### config.mk
export PLATFORM = sky130hd
export DESIGN_NAME = led_blink_arbiter
export DESIGN_NICKNAME = d
export VERILOG_FILES = /design/src/rtl/led_pkg.sv /design/src/rtl/led_tick_gen.sv /design/src/rtl/led_blink_arbiter.sv
export SDC_FILE = /design/constraint.sdc
export NUM_CORES = 1
export LEC_CHECK = 0
export BUFFER_PORTS_ARGS = -buffer_cell sky130_fd_sc_hd__clkbuf_2
export CORE_ASPECT_RATIO = 1.5
export CORE_MARGIN = 2
export CORE_UTILIZATION = 55
export DETAILED_ROUTE_END_ITERATION = 12
export PLACE_DENSITY = 0.75
export SYNTH_ARGS = -nofsm -noshare
export SYNTH_HDL_FRONTEND = slang
export SYNTH_HIERARCHICAL = 1
export SYNTH_SLANG_ARGS = --single-unit
export TNS_END_PERCENT = 1
### constraint.sdc
create_clock -name CLOCK_50 -period 3.9 [get_ports CLOCK_50]
set_input_delay 0.39 -clock CLOCK_50 [delete_from_list [all_inputs] [get_ports CLOCK_50]]
set_output_delay 0.39 -clock CLOCK_50 [all_outputs]
set_load 0.1 [all_outputs]
### src/rtl/led_pkg.sv
// Shared encodings for the status-LED arbiter: display modes, FSM states and
// the default prescaler for a 50 MHz board clock.
package led_pkg;

  typedef enum logic [1:0] {
    ModeOff   = 2'b00,
    ModeSolid = 2'b01,
    ModeSlow  = 2'b10,
    ModeFast  = 2'b11
  } mode_e;

  typedef enum logic [1:0] {
    StIdle = 2'b00,
    StShow = 2'b01,
    StOpen = 2'b10
  } state_e;

  // 50 MHz / 3125000 = 16 Hz tick.
  localparam int unsigned DefaultTickDiv = 3125000;

endpackage

### src/rtl/led_tick_gen.sv
// Free-running prescaler: emits a one-cycle tick every TICK_DIV clocks.
module led_tick_gen #(
  parameter int unsigned TICK_DIV = 3125000
) (
  input  logic CLOCK_50,
  input  logic RESET_N,
  output logic tick
);

  localparam int unsigned CntW = (TICK_DIV > 1) ? $clog2(TICK_DIV) : 1;
  localparam logic [CntW-1:0] CntMax = CntW'(TICK_DIV - 1);

  logic [CntW-1:0] cnt_q, cnt_d;

  always_comb begin
    tick  = (cnt_q == CntMax);
    cnt_d = tick ? '0 : cnt_q + 1'b1;
  end

  always_ff @(posedge CLOCK_50) begin
    if (!RESET_N) begin
      cnt_q <= '0;
    end else begin
      cnt_q <= cnt_d;
    end
  end

endmodule

### src/rtl/led_blink_arbiter.sv
// Fixed-priority arbiter sharing one status LED between NREQ requesters, with a
// minimum hold time per grant and registered blink pattern / busy outputs.
module led_blink_arbiter
  import led_pkg::*;
#(
  parameter int unsigned NREQ           = 4,
  parameter int unsigned TICK_DIV       = DefaultTickDiv,
  parameter int unsigned MIN_HOLD_TICKS = 8,
  parameter int unsigned ID_W           = 2
) (
  input  logic              CLOCK_50,
  input  logic              RESET_N,
  input  logic [NREQ-1:0]   req,
  input  logic [2*NREQ-1:0] mode,
  output logic [NREQ-1:0]   ack,
  output logic [ID_W-1:0]   active_id,
  output logic [1:0]        LEDG
);

  localparam int unsigned HoldW = (MIN_HOLD_TICKS > 0) ? $clog2(MIN_HOLD_TICKS + 1) : 1;
  localparam logic [HoldW-1:0] HoldMax = HoldW'(MIN_HOLD_TICKS);

  logic tick;

  led_tick_gen #(
    .TICK_DIV(TICK_DIV)
  ) u_tick_gen (
    .CLOCK_50(CLOCK_50),
    .RESET_N (RESET_N),
    .tick    (tick)
  );

  state_e           state_q, state_d;
  logic [ID_W-1:0]  owner_q, owner_d;
  mode_e            mode_q, mode_d;
  logic [3:0]       phase_q, phase_d;
  logic [HoldW-1:0] hold_q, hold_d;
  logic [NREQ-1:0]  ack_q, ack_d;
  logic [ID_W-1:0]  active_id_q, active_id_d;
  logic [1:0]       led_q, led_d;

  logic [ID_W-1:0]  winner;
  logic             grant;
  logic             busy;
  logic             pattern;

  always_comb begin
    winner = '0;
    for (int i = NREQ - 1; i >= 0; i--) begin
      if (req[i]) winner = ID_W'(i);
    end
  end

  always_comb begin
    state_d = state_q;
    owner_d = owner_q;
    mode_d  = mode_q;
    phase_d = phase_q;
    hold_d  = hold_q;
    grant   = 1'b0;

    if (tick) begin
      phase_d = phase_q + 4'd1;
      if (hold_q != HoldMax) hold_d = hold_q + 1'b1;
    end

    // Follow the owner's mode live; once its req drops, mode_q keeps the last value.
    if (state_q != StIdle && req[owner_q]) begin
      mode_d = mode_e'(mode[2*int'(owner_q) +: 2]);
    end

    case (state_q)
      StIdle: if (|req) grant = 1'b1;
      StShow: if (hold_q == HoldMax) state_d = StOpen;
      StOpen: begin
        if (!(|req)) state_d = StIdle;
        else if (winner != owner_q) grant = 1'b1;
      end
      default: state_d = StIdle;
    endcase

    // A new grant restarts the blink ON and wins over a coincident tick.
    if (grant) begin
      state_d = StShow;
      owner_d = winner;
      mode_d  = mode_e'(mode[2*int'(winner) +: 2]);
      phase_d = '0;
      hold_d  = '0;
    end

    case (mode_d)
      ModeOff:   pattern = 1'b0;
      ModeSolid: pattern = 1'b1;
      ModeSlow:  pattern = ~phase_d[3];
      ModeFast:  pattern = ~phase_d[1];
      default:   pattern = 1'b0;
    endcase

    busy        = (state_d != StIdle);
    ack_d       = busy ? (NREQ'(1) << owner_d) : '0;
    active_id_d = busy ? owner_d : '0;
    led_d       = busy ? {1'b1, pattern} : 2'b00;
  end

  always_ff @(posedge CLOCK_50) begin
    if (!RESET_N) begin
      state_q     <= StIdle;
      owner_q     <= '0;
      mode_q      <= ModeOff;
      phase_q     <= '0;
      hold_q      <= '0;
      ack_q       <= '0;
      active_id_q <= '0;
      led_q       <= 2'b00;
    end else begin
      state_q     <= state_d;
      owner_q     <= owner_d;
      mode_q      <= mode_d;
      phase_q     <= phase_d;
      hold_q      <= hold_d;
      ack_q       <= ack_d;
      active_id_q <= active_id_d;
      led_q       <= led_d;
    end
  end

  assign ack       = ack_q;
  assign active_id = active_id_q;
  assign LEDG      = led_q;

endmodule

==> insert_results.sql <==
INSERT INTO impl_metrics (metric_group, metric, value, unit) VALUES
('worst_setup_path', 'worst-path-max-fanout', '8', ''),
('placed_design', 'dp_hpwl', '3026', 'um'),
('synth', 'post_synthesis_sequential_area_ratio', '41.41', '%'),
('clocking', 'clock_tree.buffer_depth', '2', ''),
('timing', 'rsz_0062_raised_after_global_routing', 'false', ''),
('synth', 'ys_types', '46', ''),
('timing', 'fin_setup_tns', '0', 'ns'),
('die', 'rows', '27', ''),
('clocking', 'clk_pin_slew_worst_paths', '0.09', 'ns'),
('layout', 'fin_cells', '291', ''),
('timing', 'timing.max_slew.rel_slack', '37.43', '%'),
('worst_setup_path', 'worst_setup_path_start_kind', 'flop', ''),
('synth', 'post_synth.cell_area_avg', '9.496', 'um^2'),
('synth', 'netlist.top_cell.by_area', 'dfxtp_1', ''),
('global_route', 'grt_antenna_before_repair', '0', ''),
('layout', 'finalInstanceArea', '2382', 'um^2'),
('worst_setup_path', 'path_buf_inv', '0', ''),
('timing', 'final.setup_skew', '0.008552', 'ns'),
('detailed_routing', 'total_wire_length_after_detailed_routing', '4036', 'um'),
('worst_setup_path', 'critical-path-slowest-cell', 'nor3_1', ''),
('timing', 'finalCriticalPeriod', '2.598', 'ns'),
('placed_design', 'place_congestion', '0.8424', ''),
('die', 'die_x', '54.78', 'um'),
('placed_design', 'detailed_place.area', '2261', 'um^2'),
('die', 'num_io_pins', '22', ''),
('synth', 'syn_inst', '224', ''),
('hold_path', 'min_path_type', 'in -> reg', ''),
('detailed_routing', 'drtAntennaViolNets', '0', ''),
('outcome', 'run_status', 'finished, final reports clean', ''),
('die', 'die_height', '80.17', 'um'),
('power_and_ir_drop', 'power.density_cell_area', '414.3', 'nW/um^2'),
('synth', 'flip_flop_cell_with_the_highest_count_after_synthesis', 'dfxtp_1', ''),
('die', 'coreArea', '3682', 'um^2'),
('timing', 'final-hold-violation-count', '0', ''),
('worst_setup_path', 'cp_top_family', 'simple AND/OR/NAND/NOR gates', ''),
('global_route', 'grt_pass1_vias', '1554', ''),
('worst_setup_path', 'max_stage_delay', '0.73', 'ns'),
('detailed_routing', 'avgRoutedWirePerCell', '13.87', 'um'),
('synth', 'async_flop_share', '0', '%'),
('timing', 'finalHoldWorstSlack', '0.4443', 'ns'),
('timing', 'worst-slew-pin-transition', '0.9314', 'ns'),
('die', 'floorplan.initialDensity', '57.76', '%'),
('global_route', 'first_pass_grt_wire_length', '6748', 'um'),
('timing', 'fmax', '385.0', 'MHz'),
('layout', 'n_antenna_cell', '0', ''),
('synth', 'synth.top_cells.by_count', 'dfxtp_1, nor2_1, nand2_1', ''),
('flow_run', 'maxCapViolations', '0', ''),
('worst_setup_path', 'cp_cell_sequence', 'ha_1, nand4_1, or3_1, nor3_1, nand4_1, xor2_1, nor3_1, nor4_2', ''),
('synth', 'synth.ff_latch_count', '44', ''),
('worst_setup_path', 'crit_path_kind', 'reg -> reg', ''),
('detailed_routing', 'post-route-drc-count', '0', ''),
('clocking', 'clk_sink_count', '44', ''),
('global_route', 'gr-total-overflow', '0', ''),
('layout', 'multi_input_gate_area_in_the_final_layout', '1187', 'um^2'),
('worst_setup_path', 'worst-endpoint-required', '4.08', 'ns'),
('clocking', 'cts_hold_repair.buffers', '0', ''),
('global_route', 'pin_count_of_the_biggest_net_entering_global_routing', '23', ''),
('clocking', 'cts_made_buffers', '5', ''),
('synth', 'syn_area', '2127', 'um^2'),
('clocking', 'cts.htree.levels', '2', ''),
('timing', 'setup_viol', '0', ''),
('layout', 'syn_to_final_growth', '12.00', '%'),
('layout', 'final_net_count', '265', ''),
('clocking', 'cts.repair.resized', '0', ''),
('clocking', 'cts_tree', 'built', ''),
('synth', 'synth.net_count', '242', ''),
('synth', 'synthesis.yosys.warnings', '6', ''),
('clocking', 'clock_insertion_delay_worst_skew', '0.30', 'ns'),
('layout', 'final_layout_fill_cell_count', '345', ''),
('timing', 'final-max-slew-violation-count', '0', ''),
('synth', 'synth_top_cells_by_area', 'dfxtp_1, nor2_1, xnor2_1, mux4_2, xor2_1', '');
-- area by class of cell --
class                           count  share of cell area [%]
Clock buffer                        6                   3.466
Clock inverter                      2                   1.628
Inverter                            7                   1.103
Multi-Input combinational cell    167                   49.84
Sequential cell                    44                   36.97
Tap cell                           43                   2.258
Timing Repair Buffer               22                   4.727
-- power breakdown --
part / internal [W] / leakage (nW) / switching (W) / total (W)
logic: 0.0000484 / 0.460 / 0.0000989 / 0.000147
registers: 0.000464 / 0.357 / 0.0000106 / 0.000474
clock network: 0.000209 / 0.0614 / 0.000156 / 0.000365
total: 0.000722 / 0.878 / 0.000265 / 0.000987
-- routing by layer --
layer / GRT usage (%) / share of wire, %
met1: 21.89 / 40
met2: 35.48 / 53
met3: 5.762 / 3.7
met4: 13.75 / 3.2
met5: 0 / 0
-- registers in the layout, indices dropped and copies added, names as in the netlist --
| register | flops |
|---|---|
| u_tick_gen/cnt_q | 22 |
| ack | 4 |
| hold_q | 4 |
| phase_q | 4 |
| LEDG | 2 |
| active_id | 2 |
| mode_q | 2 |
| owner_q | 2 |
| state_q | 2 |
-- kinds of logic (layout without fill, tap and decap cells) --
kind of cell | Yosys count | after routing | share of synthesized area, %
xor+xnor | 17 | 17 | 7.000
mux | 11 | 11 | 8.941
flops | 44 | 44 | 41.41
simple gates | 107 | 107 | 28.29
fa+ha+maj | 4 | 4 | 2.353
compound gates | 28 | 28 | 9.235
buf+inv | 13 | 37 | 2.765
-- worst paths after layout --
check / startpoint / end / slack (ns) / depth (start not counted)
min: RESET_N / state_q[0] / 0.44 / 2
min reg2reg: u_tick_gen/cnt_q[0] / u_tick_gen/cnt_q[0] / 0.48 / 1
max: u_tick_gen/cnt_q[0] / LEDG[0] / 1.30 / 8
max reg2reg: u_tick_gen/cnt_q[0] / LEDG[0] / 1.30 / 8
-- per-stage QoR --
stage	setup WS [ns]	power [W]
2_1_floorplan	1.831	0.0006020
3_3_place_gp	1.436	0.0006311
3_5_place_dp	1.303	0.0006329
4_1_cts	1.297	0.0009993
5_1_grt	0.9483	0.001029
6_report	1.302	0.0009871
-- placed cells by master (no fill, tap or decap), types with 8 or more instances in the layout --
cell type,count
clkbuf_2,21
nor2_1,29
nand2_1,15
a21oi_1,10
dfxtp_1,44
xnor2_1,10
nor3_1,8
nand3_1,8
(Power assumes the default switching activity.)
